`src/rtl/fetch_unit.sv`:
```
// Instruction fetch unit: owns PC and IR, runs a req/ack fetch against
// instruction memory with a timeout, and decodes the IR fields.
module fetch_unit #(
  parameter int                 ADDR_W   = 32,
  parameter logic [ADDR_W-1:0]  RESET_PC = '0,
  parameter int                 TIMEOUT  = 16
) (
  input  logic              clk,
  input  logic              rst_n,
  input  logic              PC_Write,
  input  logic              IR_Write,
  output logic              imem_req,
  output logic [ADDR_W-1:0] imem_addr,
  input  logic [31:0]       imem_rdata,
  input  logic              imem_ack,
  output logic [ADDR_W-1:0] pc,
  output logic [31:0]       ir,
  output logic [6:0]        opcode,
  output logic [2:0]        funct3,
  output logic [6:0]        funct7,
  output logic [4:0]        rs1,
  output logic [4:0]        rs2,
  output logic [4:0]        rd,
  output logic [31:0]       imm_i,
  output logic [31:0]       imm_u,
  output logic              busy,
  output logic              fetch_done,
  output logic              ir_drop,
  output logic              fetch_fault
);

  localparam logic [31:0] NOP     = 32'h0000_0013;
  localparam logic [7:0]  CNT_LST = 8'(TIMEOUT - 1);

  typedef enum logic {IDLE, WAIT} state_t;

  state_t            state_q, state_d;
  logic [7:0]        cnt_q, cnt_d;
  logic [ADDR_W-1:0] pc_q, pc_d;
  logic [ADDR_W-1:0] addr_q, addr_d;
  logic [31:0]       ir_q, ir_d;
  logic              done_q, done_d;
  logic              drop_q, drop_d;
  logic              fault_q, fault_d;

  always_ff @(posedge clk) begin
    if (!rst_n) begin
      state_q <= IDLE;
      cnt_q   <= '0;
      pc_q    <= RESET_PC;
      addr_q  <= RESET_PC;
      ir_q    <= NOP;
      done_q  <= 1'b0;
      drop_q  <= 1'b0;
      fault_q <= 1'b0;
    end else begin
      state_q <= state_d;
      cnt_q   <= cnt_d;
      pc_q    <= pc_d;
      addr_q  <= addr_d;
      ir_q    <= ir_d;
      done_q  <= done_d;
      drop_q  <= drop_d;
      fault_q <= fault_d;
    end
  end

  always_comb begin
    state_d = state_q;
    cnt_d   = cnt_q;
    addr_d  = addr_q;
    ir_d    = ir_q;
    done_d  = 1'b0;
    drop_d  = 1'b0;
    fault_d = fault_q;
    pc_d    = PC_Write ? pc_q + ADDR_W'(4) : pc_q;
    unique case (state_q)
      IDLE: begin
        if (IR_Write) begin
          addr_d  = pc_q;
          cnt_d   = '0;
          state_d = WAIT;
        end
      end
      WAIT: begin
        drop_d = IR_Write;
        // An ack on the expiry edge takes priority over the timeout.
        if (imem_ack) begin
          ir_d    = imem_rdata;
          done_d  = 1'b1;
          state_d = IDLE;
        end else if (cnt_q == CNT_LST) begin
          fault_d = 1'b1;
          state_d = IDLE;
        end else begin
          cnt_d = cnt_q + 8'd1;
        end
      end
      default: state_d = IDLE;
    endcase
  end

  assign imem_req    = (state_q == WAIT);
  assign busy        = (state_q == WAIT);
  assign imem_addr   = addr_q;
  assign pc          = pc_q;
  assign ir          = ir_q;
  assign fetch_done  = done_q;
  assign ir_drop     = drop_q;
  assign fetch_fault = fault_q;

  assign opcode = ir_q[6:0];
  assign funct3 = ir_q[14:12];
  assign funct7 = ir_q[31:25];
  assign rs1    = ir_q[19:15];
  assign rs2    = ir_q[24:20];
  assign rd     = ir_q[11:7];
  assign imm_i  = {{20{ir_q[31]}}, ir_q[31:20]};
  assign imm_u  = {ir_q[31:12], 12'b0};

endmodule

```
`config.mk`:
```
export PLATFORM = sky130hd
export DESIGN_NAME = fetch_unit
export DESIGN_NICKNAME = d
export VERILOG_FILES = /design/src/rtl/fetch_unit.sv
export SDC_FILE = /design/constraint.sdc
export NUM_CORES = 1
export LEC_CHECK = 0
export CAP_MARGIN = 20
export CORE_AREA = 2 2 130 132
export DETAILED_ROUTE_END_ITERATION = 8
export DIE_AREA = 0 0 132 134
export SLEW_MARGIN = 25
export SYNTH_ARGS = -nofsm -noshare
export SYNTH_HDL_FRONTEND = slang
export SYNTH_SLANG_ARGS = --single-unit
```
`constraint.sdc`:
```
create_clock -name clk -period 3.15 [get_ports clk]
set_input_delay 0.315 -clock clk [delete_from_list [all_inputs] [get_ports clk]]
set_output_delay 0.315 -clock clk [all_outputs]
set_load 0.005 [all_outputs]
```
==> results of run 1 <==
## per-layer routing
layer	vias up	global-route usage, %	routed length, µm
met3	11	5.33	1040
met4	0	4.05	138
li1	2113	-	-
met5	-	0	0
met2	157	24.8	6340
met1	1898	17.8	5760
## logic make-up after synthesis
family	share of synthesized area [%]
buffers and inverters	18.5
adders and majority gates	0.523
DFF	43.5
and+or+nand+nor	22.7
muxes	0.836
other	0.0783
xor gates and xnor gates	2.56
AOI/OAI and AO/OA	11.3
## power groups by stage
| stage | Clock, µW | Combinational, µW | Sequential, µW |
|---|---|---|---|
| 2_1_floorplan | 0 | 153 | 1390 |
| 3_3_place_gp | 0 | 280 | 1400 |
| 3_5_place_dp | 0 | 281 | 1400 |
| 4_1_cts | 1240 | 281 | 1360 |
| 5_1_grt | 1290 | 300 | 1370 |
| 6_report | 1190 | 276 | 1360 |
## worst min path at each step
| stage | startpoint | cells past startpoint | end | slack, ns |
|---|---|---|---|---|
| after floorplan | imem_rdata[0] | 2 | ir[0] | 0.44 |
| after global placement | imem_addr[24] | 2 | imem_addr[24] | 0.44 |
| after detailed placement | imem_addr[10] | 2 | imem_addr[10] | 0.45 |
| after CTS | imem_addr[23] | 2 | imem_addr[23] | 0.46 |
| after global routing | imem_addr[6] | 2 | imem_addr[6] | 0.47 |
| final | imem_addr[30] | 2 | imem_addr[30] | 0.45 |
## stage by stage
step | utilization, % | cell area [µm²] | power (µW) | cells | hold WS [ns]
final | 41.7 | 6800 | 2830 | 941 | 0.454
after global routing | 41.7 | 6800 | 2960 | 941 | 0.475
after CTS | 41.7 | 6800 | 2880 | 941 | 0.459
after detailed placement | 39.8 | 6480 | 1680 | 925 | 0.448
after global placement | 39.8 | 6480 | 1670 | 925 | 0.444
after floorplan | - | 4840 | 1540 | 611 | 0.439
## cell usage in the layout (no fill, tap or decap), types with 2 or more instances in the layout
cell type,count
nand3_1,15
inv_1,3
clkdlybuf4s50_1,217
a21oi_1,80
buf_4,5
nor4_1,4
nor3_1,3
xnor2_1,8
and3_1,5
dfxtp_1,104
mux2i_1,4
ha_1,2
nand3b_1,2
a31o_2,2
nand4_1,8
o21ai_0,12
xor2_1,6
nand2b_1,5
conb_1,16
nand2_1,141
and2_1,3
or4_1,9
clkbuf_16,9
o31ai_1,4
nor2_1,23
clkbuf_8,3
and4_1,3
or3_1,10
## state kept, by name (all words and copies together), names as in the netlist
register and cells:
imem_addr 30, fetch_done 1, busy 1, cnt_q 8, pc 30, fetch_fault 1
ir 32, ir_drop 1
## area by class of cell
| class | count | share of cell area (%) |
|---|---|---|
| Clock buffer | 13 | 3.98 |
| Timing Repair Buffer | 223 | 32.8 |
| Multi-Input combinational cell | 374 | 27.6 |
| Inverter | 4 | 0.221 |
| Sequential cell | 104 | 30.6 |
| Clock inverter | 3 | 0.681 |
| Tap cell | 220 | 4.05 |
## worst max-delay path, delay by kind of cell
family	cells	cell delay, ns
AOI/OAI and AO/OA	1	0.13
buffers and inverters	1	0.59
and+or+nand+nor	3	1.38
==> out/results.txt, run 1 <==
RSZ-0062 raised after global routing -> no
hold_buf cts -> 0
Pwr Density -> 416 mW/mm²
n_diodes -> 0
TritonCTS clock tree -> done
crit-path max cell delay -> 0.67 ns
crit path from -> PC_Write
cell accounting for the most synthesized area -> dfxtp_1
Die Height -> 134 µm
post-synthesis register bit count -> 104
outcome -> finished clean
final setup vio count -> 0
Seq/Total Area, Yosys -> 43.5%
gpl congestion -> 0.728
crit path kind -> in2reg
largest net degree at the start of global routing -> 58
hpwl dp -> 9440 µm
sw power -> 646 µW
maximum clock insertion buffer count -> 2
max-slew violations -> 0
Clock transition at path regs -> 0.07 ns
Least-Margin Pin Slew -> 0.711 ns
Primary FF master, synth -> dfxtp_1
total core area -> 0.0163 mm²
H-tree depth -> 3
area share of the largest cell type after synthesis -> 43.5%
r2r startpoint -> pc[2]
DRT Pass-1 Iters -> 4
Num Clock Sinks -> 104
Die X-Extent -> 132 µm
DR WL/cell -> 14.1 µm
Clock Power Share -> 42.0%
Post-Syn Area -> 0.00479 mm²
total negative slack -> 0 ns
final WL -> 13,300 µm
Post-synth EDFFs -> 0
worst reg-to-reg setup slack -> 1.09 ns
pre-CTS setup slack -> 0.654 ns
Top Ports -> 234
setup bufs post-CTS -> 0
Via density -> 4.44
count leader, synth -> nand2_1
number of global-route vias before repair -> 3,807
grt ovf -> 0
crit path DAT -> 2.42 ns
synth top area cells -> dfxtp_1, buf_4, nand2_1
RR Endpoint -> pc[24]
Clock Skews -> 0.00696 ns
fin crit period -> 2.14 ns
Ys Warns -> 0
fmax -> 468 MHz
Post-CTS Resized -> 0
DRC errors left -> 0
Multi-input gate area -> 0.00188 mm²
synth cell count leaders -> nand2_1, dfxtp_1, buf_4
Slew headroom -> 52.6%
drt initial violations -> 159
share of layout cells above drive strength 1 -> 3.88%
FILL cells -> 1,686
syn avg cell area -> 8.03 µm²
Worst EP required -> 3.43 ns
Hold Crit Class -> reg2reg
Crit Path Max Fanout -> 11
total CTS buffers -> 9
Worst R2R Path Depth -> 5
Gate power share -> 9.8%
Antenna Nets Post-Route -> 0
P_int -> 2180 µW
first-pass GRT wire length -> 20,800 µm
Total Die Area -> 0.0177 mm²
FF/Latch Area -> 0.00208 mm²
Switching Share -> 22.8%
row count -> 47
initial antenna violation count -> 0
Max VDD drop -> 0.318 mV
worst setup margin -> 1.01 ns
worst-skew pair later-pin latency -> 0.35 ns
Worst path slowest cell -> or4_1
endpoint class of the critical path -> flop
CTS Root Cell -> clkbuf_16
Lkg Pwr -> 0.00230 µW
Setup crit start kind -> input pin
fin nets -> 755
Reg power frac -> 48.2%
worst path cell trace -> clkdlybuf4s50_1 -> nand4_1 -> or4_1 -> or3_1 -> a21oi_1
via count -> 4,179
Layout area overhead -> 42.0%
fin crit share -> 67.9%
Total GRT Usage -> 14.7%
input/output buffers -> 217
Post-Syn Instances -> 596
post-synth cell types -> 35
final hold violations -> 0
Worst setup endpoint -> pc[25]
Async SR Flop Fraction -> 0%
initial core utilization -> 29.4%
number of max-cap violations -> 0
Power figures use the tool's default switching activity.
==> run 2, diff against run 1 <==
- clock period: 3.15 -> 2.1 ns (I/O delays scaled with it)
==> run 2 against run 1 <==
Compared with the run above:
- clock power is 66% higher
- worst setup slack lost 0.85 ns
- critical path type is now reg2reg
- largest cell class unchanged
- critical endpoint unchanged
- final area up 4.1%
- sequential share of layout area down 1.2 points
- clock skew decreased by 0.0012 ns
- core utilization rose by 1.7 points
- combinational power is 59% higher
==> out/results.txt, run 2 (synthesis gave the netlist of run 1 again) <==
Antenna Nets Post-Route -> 0 (unchanged)
max-slew violations -> 0 (unchanged)
drt initial violations -> 234 (+47%)
Layout area overhead -> 47.8%
Worst R2R Path Depth -> 4 (-1)
grt peak-use layer -> met2
share of layout cells above drive strength 1 -> 8.48% (+4.6 points)
final setup vio count -> 0 (unchanged)
grt ovf -> 0 (unchanged)
Die Height -> 134 µm (unchanged)
initial core utilization -> 29.4% (unchanged)
fmax -> 517 MHz
n_diodes -> 0 (unchanged)
outcome -> finished clean
hpwl dp -> 10,200 µm (+8.1%)
total CTS buffers -> 9 (unchanged)
Multi-input gate area -> 0.00188 mm² (unchanged)
first-pass GRT wire length -> 21,900 µm (+5.4%)
gpl congestion -> 0.772 (+6.0%)
Via density -> 4.49 (+0.99%)
row count -> 47 (unchanged)
initial antenna violation count -> 0 (unchanged)
FF/Latch Area -> 0.00208 mm² (about the same)
number of max-cap violations -> 0 (unchanged)
CTS Root Cell -> clkbuf_16
endpoint class of the critical path -> flop
maximum clock insertion buffer count -> 2 (unchanged)
met2 usage -> 26.7% (+1.9 points)
pre-CTS setup slack -> -0.0423 ns (-0.696 ns)
fin crit share -> 92.1%
worst-skew pair later-pin latency -> 0.36 ns (about the same)
Top Ports -> 234 (unchanged)
Largest register FFs -> 32 (unchanged)
DR WL/cell -> 14.2 µm (+0.31%)
final hold violations -> 0 (unchanged)
Clock Skews -> 0.00579 ns (-0.00117 ns)
crit path DAT -> 2.23 ns (-0.19 ns)
FILL cells -> 1,644 (-2.5%)
Worst EP required -> 2.39 ns (-1.04 ns)
Num Clock Sinks -> 104 (unchanged)
via count -> 4,373 (+4.6%)
Setup crit start kind -> flop
setup bufs post-CTS -> 0 (unchanged)
hold endpoint -> ir[7]
Total Die Area -> 0.0177 mm² (unchanged)
r2r startpoint -> pc[10]
DRT Pass-1 Iters -> 4 (unchanged)
Clock transition at path regs -> 0.08 ns (about the same)
fin nets -> 789 (+4.5%)
total core area -> 0.0163 mm² (unchanged)
RSZ-0062 raised after global routing -> no
Worst Hold Slack -> 0.392 ns (-0.0616 ns)
fin crit period -> 1.94 ns
crit path kind -> reg2reg
H-tree depth -> 3 (unchanged)
input/output buffers -> 217 (unchanged)
Crit Path Max Fanout -> 10 (-1)
met1 GRT Util -> 18.9% (+1.1 points)
DRC errors left -> 0 (unchanged)
final WL -> 13,800 µm (+3.9%)
met3 usage -> 4.80% (-0.53 points)
worst setup margin -> 0.165 ns (-0.847 ns)
Max VDD drop -> 0.449 mV (+41%)
number of global-route vias before repair -> 4,172 (+9.6%)
RR Endpoint -> pc[25]
Die X-Extent -> 132 µm (unchanged)
TritonCTS clock tree -> done
Hold Path Stages -> 3 (+1)
Pwr Density -> 631 mW/mm² (+52%)
Hold Crit Start -> imem_rdata[7]
worst reg-to-reg setup slack -> 0.16 ns (-0.93 ns)
Total GRT Usage -> 15.6% (+0.80 points)
Lkg Pwr -> 0.00248 µW (+8.0%)
commonest non-fill, non-tap cell in the layout -> clkdlybuf4s50_1
Hold Crit Class -> in2reg
largest net degree at the start of global routing -> 33 (-43%)
commonest non-fill, non-tap cells in the layout -> clkdlybuf4s50_1, nand2_1, dfxtp_1, a21oi_1, buf_4
-- run 2: timing repair --
action                     in CTS  in global routing
gates resized for setup         0                  1
hold buffers                    0                  0
setup endpoints to repair       0                  7
-- run 2: cell type report --
cell class	count	share of cell area (%)
tap	220	3.89
timing repair buffer	257	34.9
sequential	104	29.4
clock inverter	7	1.79
inverter	4	0.212
multi-input combinational	374	26.5
clock buffer	9	3.18
-- run 2: worst max path at each step --
| stage | slack [ns] | to | from | cells past startpoint |
|---|---|---|---|---|
| finish | 0.16 | pc[25] | pc[10] | 4 |
| detailed placement | -0.04 | pc[25] | PC_Write | 5 |
| CTS | 0.07 | ir[31] | ir[31] | 1 |
| floorplan | 0.17 | pc[28] | pc[2] | 6 |
| global placement | -0.03 | pc[25] | PC_Write | 5 |
| global route | 0.06 | pc[19] | pc[10] | 5 |
-- run 2: layer usage --
layer | vias up | share of wire [%]
met3 | 15 | 6.9
li1 | 2175 | -
met5 | - | 0
met2 | 160 | 48
met1 | 2023 | 44
met4 | 0 | 1.1
-- run 2: worst max-delay path, stage by stage, from the launching register on --
cell     delay (ns)
dfxtp_1        0.45
nand4_4        0.17
or4_1          0.71
or3_1          0.40
a21oi_1        0.13
-- run 2: per-stage QoR --
| stage | instances | setup TNS [ns] | cell area (µm²) | power, µW | util (%) |
|---|---|---|---|---|---|
| 5_1_grt | 975 | 0 | 7080 | 4650 | 43.4 |
| 2_1_floorplan | 611 | 0 | 4840 | 2310 | - |
| 4_1_cts | 975 | 0 | 7070 | 4540 | 43.4 |
| 3_5_place_dp | 959 | -0.103 | 6720 | 2530 | 41.3 |
| 6_report | 975 | 0 | 7080 | 4460 | 43.4 |
| 3_3_place_gp | 959 | -0.0293 | 6720 | 2530 | 41.3 |
-- run 2: power breakdown --
part / switching [µW] / internal (µW)
logic: 186 / 254
registers: 37.9 / 2000
clock network: 803 / 1180
